`src/rtl/cl_axil_mstr.sv`:
```
// Single-outstanding AXI4-Lite master: turns a command/response request port into
// one AW+W/B or AR/R transaction at a time, with a per-transaction abort timeout.
module cl_axil_mstr #(
    parameter logic [15:0] TIMEOUT_CYC = 16'd4096
) (
    input  logic        clk_main_a0,
    input  logic        rst_main,
    // command / response port
    input  logic        cmd_valid,
    output logic        cmd_ready,
    input  logic        cmd_wr,
    input  logic [31:0] cmd_addr,
    input  logic [31:0] cmd_wdata,
    input  logic [3:0]  cmd_wstrb,
    output logic        rsp_valid,
    input  logic        rsp_ready,
    output logic [31:0] rsp_rdata,
    output logic [1:0]  rsp_resp,
    output logic        rsp_timeout,
    // AXI4-Lite master
    output logic        m_awvalid,
    output logic [31:0] m_awaddr,
    input  logic        m_awready,
    output logic        m_wvalid,
    output logic [31:0] m_wdata,
    output logic [3:0]  m_wstrb,
    input  logic        m_wready,
    input  logic        m_bvalid,
    input  logic [1:0]  m_bresp,
    output logic        m_bready,
    output logic        m_arvalid,
    output logic [31:0] m_araddr,
    input  logic        m_arready,
    input  logic        m_rvalid,
    input  logic [31:0] m_rdata,
    input  logic [1:0]  m_rresp,
    output logic        m_rready
);

    typedef enum logic [2:0] {
        IDLE    = 3'd0,
        WR_REQ  = 3'd1,
        WR_RESP = 3'd2,
        RD_REQ  = 3'd3,
        RD_RESP = 3'd4,
        RSP     = 3'd5
    } state_t;

    state_t      state, state_n;
    logic [31:0] addr_q, addr_n;
    logic [31:0] wdata_q, wdata_n;
    logic [3:0]  wstrb_q, wstrb_n;
    logic        awvalid_q, awvalid_n;
    logic        wvalid_q, wvalid_n;
    logic        arvalid_q, arvalid_n;
    logic        bready_q, bready_n;
    logic        rready_q, rready_n;
    logic [31:0] rdata_q, rdata_n;
    logic [1:0]  resp_q, resp_n;
    logic        tmo_q, tmo_n;
    logic [15:0] cnt_q, cnt_n;
    logic        aw_left, w_left;
    logic        active, done;
    logic        timeout_hit;

    assign timeout_hit = (TIMEOUT_CYC != 16'd0) && (cnt_q == TIMEOUT_CYC);

    always_comb begin
        state_n   = state;
        addr_n    = addr_q;
        wdata_n   = wdata_q;
        wstrb_n   = wstrb_q;
        awvalid_n = awvalid_q;
        wvalid_n  = wvalid_q;
        arvalid_n = arvalid_q;
        bready_n  = bready_q;
        rready_n  = rready_q;
        rdata_n   = rdata_q;
        resp_n    = resp_q;
        tmo_n     = tmo_q;
        cnt_n     = cnt_q;
        aw_left   = 1'b0;
        w_left    = 1'b0;
        active    = 1'b0;
        done      = 1'b0;

        case (state)
            IDLE: begin
                if (cmd_valid) begin
                    addr_n  = cmd_addr;
                    wdata_n = cmd_wdata;
                    wstrb_n = cmd_wstrb;
                    cnt_n   = 16'd0;
                    if (cmd_wr) begin
                        state_n   = WR_REQ;
                        awvalid_n = 1'b1;
                        wvalid_n  = 1'b1;
                    end else begin
                        state_n   = RD_REQ;
                        arvalid_n = 1'b1;
                    end
                end
            end
            WR_REQ: begin
                active    = 1'b1;
                cnt_n     = cnt_q + 16'd1;
                // AW and W retire independently, in either order or together
                aw_left   = awvalid_q && !m_awready;
                w_left    = wvalid_q && !m_wready;
                awvalid_n = aw_left;
                wvalid_n  = w_left;
                if (!aw_left && !w_left) begin
                    state_n  = WR_RESP;
                    bready_n = 1'b1;
                end
            end
            WR_RESP: begin
                active = 1'b1;
                cnt_n  = cnt_q + 16'd1;
                if (m_bvalid) begin
                    done     = 1'b1;
                    bready_n = 1'b0;
                    resp_n   = m_bresp;
                    rdata_n  = 32'd0;
                    state_n  = RSP;
                end
            end
            RD_REQ: begin
                active = 1'b1;
                cnt_n  = cnt_q + 16'd1;
                if (m_arready) begin
                    arvalid_n = 1'b0;
                    rready_n  = 1'b1;
                    state_n   = RD_RESP;
                end
            end
            RD_RESP: begin
                active = 1'b1;
                cnt_n  = cnt_q + 16'd1;
                if (m_rvalid) begin
                    done     = 1'b1;
                    rready_n = 1'b0;
                    rdata_n  = m_rdata;
                    resp_n   = m_rresp;
                    state_n  = RSP;
                end
            end
            RSP: begin
                if (rsp_ready) begin
                    state_n = IDLE;
                    tmo_n   = 1'b0;
                end
            end
            default: state_n = IDLE;
        endcase

        // Only a B/R handshake finishes the transaction, so only it beats the abort
        if (active && timeout_hit && !done) begin
            awvalid_n = 1'b0;
            wvalid_n  = 1'b0;
            arvalid_n = 1'b0;
            bready_n  = 1'b0;
            rready_n  = 1'b0;
            rdata_n   = 32'd0;
            resp_n    = 2'b11;
            tmo_n     = 1'b1;
            state_n   = RSP;
        end
    end

    always_ff @(posedge clk_main_a0 or posedge rst_main) begin
        if (rst_main) begin
            state     <= IDLE;
            addr_q    <= '0;
            wdata_q   <= '0;
            wstrb_q   <= '0;
            awvalid_q <= 1'b0;
            wvalid_q  <= 1'b0;
            arvalid_q <= 1'b0;
            bready_q  <= 1'b0;
            rready_q  <= 1'b0;
            rdata_q   <= '0;
            resp_q    <= '0;
            tmo_q     <= 1'b0;
            cnt_q     <= '0;
        end else begin
            state     <= state_n;
            addr_q    <= addr_n;
            wdata_q   <= wdata_n;
            wstrb_q   <= wstrb_n;
            awvalid_q <= awvalid_n;
            wvalid_q  <= wvalid_n;
            arvalid_q <= arvalid_n;
            bready_q  <= bready_n;
            rready_q  <= rready_n;
            rdata_q   <= rdata_n;
            resp_q    <= resp_n;
            tmo_q     <= tmo_n;
            cnt_q     <= cnt_n;
        end
    end

    assign cmd_ready   = (state == IDLE);
    assign rsp_valid   = (state == RSP);
    assign rsp_rdata   = rdata_q;
    assign rsp_resp    = resp_q;
    assign rsp_timeout = tmo_q;

    assign m_awvalid = awvalid_q;
    assign m_awaddr  = addr_q;
    assign m_wvalid  = wvalid_q;
    assign m_wdata   = wdata_q;
    assign m_wstrb   = wstrb_q;
    assign m_bready  = bready_q;
    assign m_arvalid = arvalid_q;
    assign m_araddr  = addr_q;
    assign m_rready  = rready_q;

endmodule

```
`config.mk`:
```
export PLATFORM = sky130hd
export DESIGN_NAME = cl_axil_mstr
export DESIGN_NICKNAME = d
export VERILOG_FILES = /design/src/rtl/cl_axil_mstr.sv
export SDC_FILE = /design/constraint.sdc
export NUM_CORES = 1
export LEC_CHECK = 0
export ABC_CLOCK_PERIOD_IN_PS = 3900
export CAP_MARGIN = 20
export CORE_ASPECT_RATIO = 1.1
export CORE_MARGIN = 8
export CORE_UTILIZATION = 38
export DETAILED_ROUTE_END_ITERATION = 16
export PLACE_DENSITY = 0.76
export SLEW_MARGIN = 0
export SYNTH_ARGS = -nofsm -noshare
export SYNTH_HDL_FRONTEND = slang
export SYNTH_SLANG_ARGS = --single-unit
```
`constraint.sdc`:
```
create_clock -name clk_main_a0 -period 3.9 [get_ports clk_main_a0]
set_input_delay 0.585 -clock clk_main_a0 [delete_from_list [all_inputs] [get_ports clk_main_a0]]
set_output_delay 0.585 -clock clk_main_a0 [all_outputs]
set_load 0.01 [all_outputs]
```
======== Word-level counts from Yosys, hierarchy flattened ========
Cells that the tools add are included.
storage, ports and cells
  output and inout port bits .............. 142
  register bits after elaboration ......... 127
operators by class
  reduce and logical (&&, ||, !) cells .... 29
  eq/ne operators ......................... 15
  mux-type cells .......................... 45
  $add $sub $neg .......................... 1
operator list
  operator                 count
  $mux W32                 3
  $pmux W32 S2             1
  $pmux W16 S2             1
  $mux W3                  7
  $mux W1                  20
  $pmux W3 S6              1
  $add A16 B1 Y16 const B  1
  $eq A16 B13 Y1 const B   1
  $mux W16                 1
  $reduce_bool A3 Y1       5
  $ne A3 B3 Y1 const B     4
  $pmux W1 S2              6
  $reduce_and A3 Y1        4
  $mux W2                  4
  $eq A3 B2 Y1 const B     2
  $eq A3 B3 Y1 const B     2
  $ne A3 B1 Y1 const B     2
  $ne A3 B2 Y1 const B     2
  $reduce_and A2 Y1        3
  $reduce_and A6 Y1        1
  $reduce_bool A2 Y1       3
  $logic_and A1 B1 Y1      5
  $logic_not A1 Y1         5
  $pmux W2 S2              1
  5 further kinds          5

======== Longest topological paths before layout ========
  word-level depth ........................ 7
  gate-level depth with buffers ........... 7
  gate-level depth less buffers ........... 6

======== Worst setup path before layout ========
No wires, ideal clock.
  kind .................................... register to output
  start ................................... register state[2]
  end ..................................... output rsp_valid
  buffers on the path ..................... 2
  arrival ................................. 1177 ps
  slack ................................... 2138 ps
  cell stages (with the launch flop) ...... 4
  cell sequence ........................... dfrtp_1 > buf_2 > buf_1 > nor3b_1
on the way
  word-level cells in the longest chain between the ends .. 1
ends and longest elaborated chain
  what                    RTL line  RTL
  start, declared         49        state_t state, state_n;
  start signal, assigned  187       state <= state_n;
  $eq A3 B3 Y1            204       assign rsp_valid = (state == RSP);
  end, declared           15        output logic rsp_valid,
Every way passes these cells.

======== Worst setup path in the final report ========
  start ................................... register state[0]
  end ..................................... output rsp_valid
The elaborated chain is that of the path after synthesis.

==> flow_metrics.tcl <==
set metrics [dict create \
    number_of_antenna_violations_at_the_first_check_in_global_routing 0 \
    finalSetupViolCount 0 \
    vias_in_the_first_global_route 4986 \
    gr-usage-all-layers 0.181 \
    area.sequential_sq_mm 0.00318 \
    fp.dieArea_sq_mm 0.0189 \
    synth-xor-area-share 0.00939 \
    drv_slew 0 \
    numCtsBuffers 17 \
    finalHoldViolations 0 \
    wirelength_microns 17100 \
    cts_resized 0 \
    yosysSeqAreaShare 0.568 \
    drv_cap 0 \
    synth_enable_flop_cells 0 \
    finalClockSkew_ns 0.00752 \
    total_power_mw 7.04 \
    area.growth.synth_to_final_pct 55.9 \
    synth_nets 719 \
    drt_pass1_iterations 5 \
    ys.warnings.count 0 \
    post_synthesis_cells 603 \
    detail_route.drc_violations 0 \
    synth_compound_gate_area_share 0.0957 \
    ys_async_sr_fraction 1.00 \
    viasPerCell 4.87 \
    clock_tree.buffer_depth 2 \
    yosys-mux-area-fraction 0.00358 \
    globalRouteOverflowTotal 0 \
    drt_iter0_drc 323 \
    htree_levels 4 \
    place.detailed.hpwl_microns 12500 \
    clock-root-buffer "clkbuf_16" \
    drt.antenna.violating_nets 0 \
    vdd_drop_max_mv 0.538 \
    fin_crit_ns 2.79 \
    cts.clk_slew.worst_paths_ns 0.06 \
    core-area_sq_mm 0.0144 \
    final_cycle_share 0.715 \
    timing.slew.headroom 0.285 \
    clock_sink_count 127 \
    initial_core_util 0.389 \
    timing.fmax_mhz 359 \
    setup_crit_start_kind "flip-flop" \
    setup.worst_path.end_class "primary output" \
    timing_worst_setup_path_type "flip-flop to primary output" \
    static-leakage-power_nw 4.00 \
    number_of_buffers_added_to_fix_hold_violations_after_cts 0 \
    synth_cell_types 51 \
    rsz0062_at_grt "no" \
    power.density_mw_per_mm2 807 \
    postSynthRegisterBits 127 \
    grt_start_max_net_pins 50 \
    worst_skew_pair.late_latency_ns 0.40 \
    worst_slew_pin_slew_ns 1.07 \
    cts_tree "yes" \
    cts_setup_buffers 0 \
    path_max_fanout 16 \
    fraction_of_final_layout_cells_sized_beyond_drive_strength_1 0.0565 \
    run_status "finished, final reports clean" \
    main_combinational_cell_family_by_area_after_synthesis "simple AND/OR/NAND/NOR gates" \
    fillCellCount 1195 \
    netlist_area_sq_mm 0.00560 \
    synthFlopType "dfrtp_1" \
    min_delay_path_depth 2 \
    multi_input_area_sq_mm 0.00199 \
    port-buffer-count 255 \
    min_path_type "flip-flop to flip-flop" \
    wire_length_of_the_first_global_routing_pass_microns 27500 \
    cp_data_required_time_ns 3.31 \
    die-width_microns 132 \
    final.setup.tns_ns 0 \
    routedWlPerCell_microns 16.7 \
    routed-via-count 4982 \
    ioPinCount 256 \
    antenna_cells 0 \
    post_synth.cell_area_avg_sq_um 9.28 \
    worst_ep_arrival_time_ns 2.20 \
    post_synthesis_share_of_cell_area_spent_on_and_or_nand_and_nor_gates 0.240 \
    floorplan.rows 46 \
    synth-adder-area-share 0.00447 \
    fin_nets 935 \
    gpl.final_weighted_congestion 0.762 \
    die_y_microns 143 \
    r2r.worst_path.cells 6 \
]
-- final timing paths --
path | start | end | slack, ns
setup / recovery | state[0] | rsp_valid | 1.11
hold / removal | m_wdata[30] | m_wdata[30] | 0.47
setup reg to reg | state[2] | m_wdata[14] | 1.37
hold reg to reg | m_wdata[30] | m_wdata[30] | 0.47
max in group asynchronous | rst_main | m_wdata[31] | 2.45
min in group asynchronous | rst_main | cnt_q[1] | 0.72
-- area by class of cell --
type                            count  share of cell area
Clock buffer                       22              0.0532
Sequential cell                   127               0.364
Inverter                           11             0.00516
Timing Repair Buffer              263               0.304
Clock inverter                     10              0.0182
Multi-Input combinational cell    399               0.228
Tap cell                          192              0.0275
-- metal layers --
layer,vias to the layer above,track usage,wire length [microns]
met5,-,0,0
met4,0,0.0575,201
met3,19,0.0740,1520
met2,219,0.285,8030
met1,2357,0.224,7320
li1,2387,-,-
-- through the flow --
stage	area, sq um	util	hold slack, ns	std cells	setup slack [ns]
2_1_floorplan	5600	-	0.511	603	1.75
3_3_place_gp	8100	0.563	0.457	992	1.29
3_5_place_dp	8100	0.563	0.461	992	1.23
4_1_cts	8730	0.606	0.475	1024	1.08
5_1_grt	8730	0.606	0.494	1024	0.901
6_report	8730	0.606	0.469	1024	1.11
-- cells in the final DEF (no fill, tap or decap), types with 5 or more instances in the layout --
master,synthesis,layout
clkdlybuf4s50_1,0,255
nand2_1,217,216
dfrtp_1,127,127
nor2_1,43,43
a22oi_1,33,33
clkbuf_16,0,17
a21oi_1,15,15
inv_1,10,9
or4_1,7,7
o31ai_1,6,6
nand3_1,6,6
or3_1,5,5
nor4_1,5,5
o21ai_0,5,5
buf_4,32,5
-- flip-flops by register name, summed over array words and instances, names as in the netlist --
| register | count |
|---|---|
| m_wdata | 32 |
| m_rready | 1 |
| m_awvalid | 1 |
| m_bready | 1 |
| rsp_resp | 2 |
| m_wvalid | 1 |
| m_araddr | 32 |
| rsp_timeout | 1 |
| state | 3 |
| m_arvalid | 1 |
| m_wstrb | 4 |
| cnt_q | 16 |
| rsp_rdata | 32 |
-- cell usage after synthesis, drive strengths merged, types with 3 or more instances --
cell type,instances,area share
nor4,5,0.0056
nand4,4,0.0045
and2,3,0.0034
buf,54,0.064
a22oi,33,0.044
xor2,3,0.0047
a211o,3,0.0047
nor2,43,0.029
nand3,6,0.0054
nor3,4,0.0036
clkbuf,12,0.0080
xnor2,3,0.0047
inv,11,0.0074
o21ai,7,0.0069
dfrtp,127,0.57
nor2b,4,0.0045
nand2,217,0.15
a21oi,16,0.015
or3,5,0.0056
or4,7,0.0094
o31ai,6,0.0080
nor3b,4,0.0063
-- power by group --
group | internal (mW) | switching (mW) | leakage [nW]
combinational | 1.67 | 1.38 | 2.07
clock | 1.10 | 0.566 | 0.301
sequential | 1.88 | 0.433 | 1.63
-- critical path: stages (launching register included) --
cell,delay [ns]
dfrtp_1,0.64
inv_1,0.24
nor3b_1,0.32
clkdlybuf4s50_1,0.60
-- cell families (layout without fill, tap and decap cells) --
kind of cell | Yosys count | after routing
buffers and inverters | 77 | 306
muxes | 2 | 2
adders and majority gates | 2 | 2
xor gates and xnor gates | 6 | 6
and+or+nand+nor | 312 | 312
AOI/OAI and AO/OA | 77 | 77
DFF | 127 | 127
No activity file was read; power rests on OpenSTA's default activity.
